==> config.mk <==
export PLATFORM = sky130hd
export DESIGN_NAME = packer_nxw
export DESIGN_NICKNAME = d
export VERILOG_FILES = /design/src/rtl/packer_nxw.sv
export SDC_FILE = /design/constraint.sdc
export NUM_CORES = 1
export LEC_CHECK = 0
export CAP_MARGIN = 0
export CORE_AREA = 2 2 90 92
export CTS_CLUSTER_SIZE = 25
export DETAILED_ROUTE_END_ITERATION = 8
export DIE_AREA = 0 0 92 94
export GPL_ROUTABILITY_DRIVEN = 0
export PLACE_DENSITY = 0.68
export SYNTH_ARGS = -nofsm -noshare
export SYNTH_HDL_FRONTEND = slang
export SYNTH_SLANG_ARGS = --single-unit
==> constraint.sdc <==
create_clock -name clk_4f -period 1.39 [get_ports clk_4f]
set_input_delay 0.278 -clock clk_4f [delete_from_list [all_inputs] [get_ports clk_4f]]
set_output_delay 0.278 -clock clk_4f [all_outputs]
set_load 0.05 [all_outputs]
==> src/rtl/packer_nxw.sv <==
// packer_nxw: collects RATIO words of IN_W bits into one wide word with a one-cycle strobe.
// Optional feature macro PACKER_FLUSH_EN adds a flush input that emits a partially filled word.
module packer_nxw #(
  parameter int unsigned IN_W      = 8,
  parameter int unsigned RATIO     = 4,
  parameter int unsigned MSB_FIRST = 1
) (
  input  logic                       clk_4f,
  input  logic                       reset_L,
  input  logic [IN_W-1:0]            data_in,
  input  logic                       valid_in,
`ifdef PACKER_FLUSH_EN
  input  logic                       flush,
`endif
  output logic [IN_W*RATIO-1:0]      data_out,
  output logic                       valid_out,
  output logic [$clog2(RATIO+1)-1:0] lanes_out
);

  localparam int unsigned OUT_W  = IN_W * RATIO;
  localparam int unsigned LANE_W = $clog2(RATIO);
  localparam int unsigned CNT_W  = $clog2(RATIO + 1);
  localparam logic [LANE_W-1:0] LAST_LANE = LANE_W'(RATIO - 1);

  logic [LANE_W-1:0] lane_q, lane_d;
  logic [OUT_W-1:0]  asm_q, asm_d;
  logic [OUT_W-1:0]  data_out_q, data_out_d;
  logic              valid_out_q, valid_out_d;
  logic [CNT_W-1:0]  lanes_out_q, lanes_out_d;

  logic [LANE_W-1:0] lane_idx_c;
  logic [OUT_W-1:0]  merged_c;
  logic              complete_c;
  logic              flush_c;

  // Assembly register with the current word dropped into its lane
  always_comb begin
    lane_idx_c = (MSB_FIRST != 0) ? (LAST_LANE - lane_q) : lane_q;
    merged_c   = asm_q;
    for (int unsigned k = 0; k < RATIO; k++) begin
      if (valid_in && (lane_idx_c == LANE_W'(k))) begin
        merged_c[k*IN_W +: IN_W] = data_in;
      end
    end
  end

  assign complete_c = valid_in && (lane_q == LAST_LANE);

`ifdef PACKER_FLUSH_EN
  assign flush_c = flush && ((lane_q != '0) || valid_in);
`else
  assign flush_c = 1'b0;
`endif

  // Next state: a completion wins over flush so lanes_out reports a full word
  always_comb begin
    lane_d      = lane_q;
    asm_d       = asm_q;
    data_out_d  = data_out_q;
    valid_out_d = 1'b0;
    lanes_out_d = lanes_out_q;
    if (complete_c || flush_c) begin
      data_out_d  = merged_c;
      valid_out_d = 1'b1;
      lanes_out_d = complete_c ? CNT_W'(RATIO)
                               : (CNT_W'(lane_q) + CNT_W'(valid_in));
      lane_d      = '0;
      asm_d       = '0;
    end else if (valid_in) begin
      asm_d  = merged_c;
      lane_d = lane_q + LANE_W'(1);
    end
  end

  always_ff @(posedge clk_4f or negedge reset_L) begin
    if (!reset_L) begin
      lane_q      <= '0;
      asm_q       <= '0;
      data_out_q  <= '0;
      valid_out_q <= 1'b0;
      lanes_out_q <= '0;
    end else begin
      lane_q      <= lane_d;
      asm_q       <= asm_d;
      data_out_q  <= data_out_d;
      valid_out_q <= valid_out_d;
      lanes_out_q <= lanes_out_d;
    end
  end

  assign data_out  = data_out_q;
  assign valid_out = valid_out_q;
  assign lanes_out = lanes_out_q;

endmodule

==> out/results.txt <==
The flow ran to the end, but the final reports show violations. The final reports fail on negative setup slack. Wire length per cell after detailed routing: 16.1 um.

The worst hold path belongs to the class input port to flop. The core region is 7610 um2. The layout net count was 335; the required time reported for the critical path endpoint was 1.61 ns. For the via count of the first global-routing pass, the log shows 2149. The first detailed-routing pass took 5 iterations.

Sequential elements use 50.0% of the synthesized area. The number of clock buffers inserted by TritonCTS is 9. For the finished layout, the period the worst path requires is 1.45 ns. The count of vias placed by the detailed router was 2260. Across every metal layer, demand over resource in global routing totals 16.7%. Hold timing on the final database bottoms out at a slack of 0.405 ns.

Power spread over the standard cell area amounts to 2750 nW/um2. Max-cap violations in this run came to 0. In this run, synthesis produced a sequential element count of 60. The placement-stage worst setup slack is -0.234 ns, and the clock edge transition at the registers on the reported setup and hold paths is 0.07 ns. Setup violations remaining at the end of the flow were counted as 18.

The final-report hold violation count is 0, and the share of final-layout standard cells stronger than drive strength 1 is 32.6%. First-pass GRT wire length: 11200 um. Dividing the synthesized area by the synthesized cell count gives 11.8 um2. The worst reg2reg path depth works out to 6. From left edge to right edge, the die measures 92 um. TritonCTS built the clock tree. The initial utilization of the core area, before any placement, comes to 39.5%. The H-tree was split into 3 levels. The total instance count after detailed placement was 403. The detail route stage leaves a number of antenna-violating nets equal to 0. Adding up every negative setup slack in the final design gives -0.400 ns. The number of instances on the worst hold path is 3. Kind of capture point of the worst setup path: a flop. The detailed-route vias per instance is 5.29, and the number of DRC markers in iteration 0 is 261. The final setup slack of the worst path is -0.0619 ns.

Summed over all layers, the routed wires come to 6890 um. Startpoint of the lowest-slack hold path: valid_in. The final worst clock skew was 0.0102 ns; the total inserted antenna cells was 0. First element of the critical path: lane_q[0]. For this run, the top clock speed supported by timing is 689 MHz. Number of rows in the core area: 32. In this run the worst path has a maximum fanout of 8. In this run the cell area of the synthesized design comes to 3000 um2. At the end of the flow the core is filled with cells to 57.4%.

Setup repair after global routing could not meet its margin everywhere. From bottom edge to top edge, the die measures 94 um. The clock root buffer is sky130_fd_sc_hd__clkbuf_8. For this run, the number of standard cells in the final layout without fillers is 427. The largest net degree at the start of global routing is 61, and the TritonCTS sink count is 60. In this run the count of I/O pins placed on the die edge is 47. The floorplan step defined a die boundary enclosing 8650 um2. The highest ir drop seen on vdd came out at 1.22 mV. The number of max-slew violations in the final report is 0. The critical path class was flop to flop. By area the synthesized netlist is led by sky130_fd_sc_hd__dfrtp_1, sky130_fd_sc_hd__a21oi_1, sky130_fd_sc_hd__and4b_1. The final critical path takes up 104% of the cycle. The clock latency at the later pin of the worst-skew pair was 0.34 ns; the data arrival at the endpoint of the critical path was 1.67 ns.

The run gives 0 as the number of antenna violations at the first check in global routing. Total congestion overflow after global routing: 0. The worst setup path is launched from a flop. The run gives 4420 um as the sum of net half-perimeters after detailed placement. The run gives 2 as the clock tree buffer depth.

The Yosys step of the flow raised 0 warnings. During placement, the flow inserted port buffers numbering 44. The share of synthesized area in the top cell type comes to 50.0%. The signed area change from the synthesized netlist to the final layout was 45.5%. sky130_fd_sc_hd__dfrtp_1 takes more of the synthesized area than any other cell. The leakage power came out at 1.99 nW. The worst register-to-register path begins at lane_q[0]. The synthesized netlist contains 24 unique library cells.

The gate count of the mapped netlist was 254. The DRC violation count after routing came out at 0.
registers in the layout, indices dropped and copies added, names as in the netlist:
name	cells
valid_out	1
asm_q	24
data_out	32
lanes_out	1
lane_q	2
path summary, 6_finish.rpt:
check                                     to  slack, ns
max in group asynchronous          lane_q[1]       0.63
worst max register to register     asm_q[15]      -0.06
worst max-delay path               asm_q[15]      -0.06
worst min-delay path            lanes_out[2]       0.41
worst min register to register     asm_q[27]       0.50
min in group asynchronous       data_out[31]       0.47
timing repair:
item / CTS / global route
endpoints found under the setup margin: 57 / 56
setup buffers: 5 / 1
pin swaps: 2 / 9
resized for setup: 9 / 8
hold buffers: 1 / 0
endpoints found under the hold margin: 60 / 0
gates cloned: 0 / 1
cell type report:
cell class	instances	area [um2]
clock buffers	12	145
clock inverters	4	48.8
fillers	613	3240
inverters	3	21.3
multi-input cells	168	1390
flip-flops and latches	60	1500
well taps	102	128
repair buffers	78	1130
synthesized netlist by cell type:
cell	n
sky130_fd_sc_hd__a211o_1	24
sky130_fd_sc_hd__a21oi_1	48
sky130_fd_sc_hd__and4b_1	24
sky130_fd_sc_hd__buf_2	8
sky130_fd_sc_hd__buf_4	6
sky130_fd_sc_hd__buf_6	10
sky130_fd_sc_hd__clkbuf_1	1
sky130_fd_sc_hd__conb_1	1
sky130_fd_sc_hd__dfrtp_1	60
sky130_fd_sc_hd__ha_1	4
sky130_fd_sc_hd__inv_1	2
sky130_fd_sc_hd__inv_2	1
sky130_fd_sc_hd__mux2_2	7
sky130_fd_sc_hd__mux2_4	1
sky130_fd_sc_hd__mux2i_1	24
sky130_fd_sc_hd__nand2_1	1
sky130_fd_sc_hd__nand2_2	1
sky130_fd_sc_hd__nand2b_1	1
sky130_fd_sc_hd__nor2_2	2
sky130_fd_sc_hd__nor2_4	1
sky130_fd_sc_hd__nor2b_1	24
sky130_fd_sc_hd__o21ai_0	1
sky130_fd_sc_hd__o21ai_1	1
sky130_fd_sc_hd__or3b_1	1
where the power goes:
group / internal (mW) / switching, mW / total (mW)
clock: 0.875 / 0.673 / 1.55
sequential: 2.62 / 0.828 / 3.45
combinational: 3.62 / 3.41 / 7.03
metrics by stage:
stage	total power, mW	instance area, um2
after CTS	12.0	4310
after detailed placement	10.2	4010
after global placement	10.0	4010
after global routing	12.7	4370
final	12.0	4370
after floorplan	7.17	3080
kinds of logic (layout without fill, tap and decap cells):
family                     Yosys count  count (layout)  synth area share [%]
AOI/OAI and AO/OA                   74              74                  15.3
adders and majority gates            4               4                  1.67
buffers and inverters               28              97                  7.09
DFF                                 60              60                  50.0
muxes                               32              32                  11.1
other                                1               2                 0.125
and+or+nand+nor                     55              56                  14.6
cell usage in the layout (no fill, tap or decap), types with 2 or more instances in the layout:
cell	synthesis	final
sky130_fd_sc_hd__clkbuf_1	1	2
sky130_fd_sc_hd__inv_6	0	2
sky130_fd_sc_hd__dfrtp_1	60	59
sky130_fd_sc_hd__nor2b_1	24	24
sky130_fd_sc_hd__mux2i_1	24	22
sky130_fd_sc_hd__a211o_1	24	24
sky130_fd_sc_hd__buf_4	6	21
sky130_fd_sc_hd__clkbuf_8	0	10
sky130_fd_sc_hd__buf_12	0	41
sky130_fd_sc_hd__nand2_8	0	2
sky130_fd_sc_hd__conb_1	1	2
sky130_fd_sc_hd__clkdlybuf4s50_1	0	8
sky130_fd_sc_hd__mux2i_2	0	2
sky130_fd_sc_hd__and4b_1	24	24
sky130_fd_sc_hd__buf_2	8	2
sky130_fd_sc_hd__mux2_2	7	7
sky130_fd_sc_hd__ha_4	0	4
sky130_fd_sc_hd__nor2_4	1	2
sky130_fd_sc_hd__a21oi_1	48	48
sky130_fd_sc_hd__buf_6	10	5
sky130_fd_sc_hd__clkinv_2	0	2
worst max-delay path: stages, from the launching register on:
cell,delay (ns)
sky130_fd_sc_hd__dfrtp_1,0.40
sky130_fd_sc_hd__buf_6,0.15
sky130_fd_sc_hd__inv_6,0.04
sky130_fd_sc_hd__ha_4,0.20
sky130_fd_sc_hd__buf_12,0.15
sky130_fd_sc_hd__and4b_1,0.18
sky130_fd_sc_hd__a211o_1,0.23
layer usage:
metal	up-vias	share of wire [%]	track usage, %
met2	47	47	25.9
li1	1066	-	-
met1	1142	48	23.3
met4	0	0.99	4.85
met3	5	4.1	4.09
met5	-	0	0
Note: power is estimated with default switching activity, not from simulation.
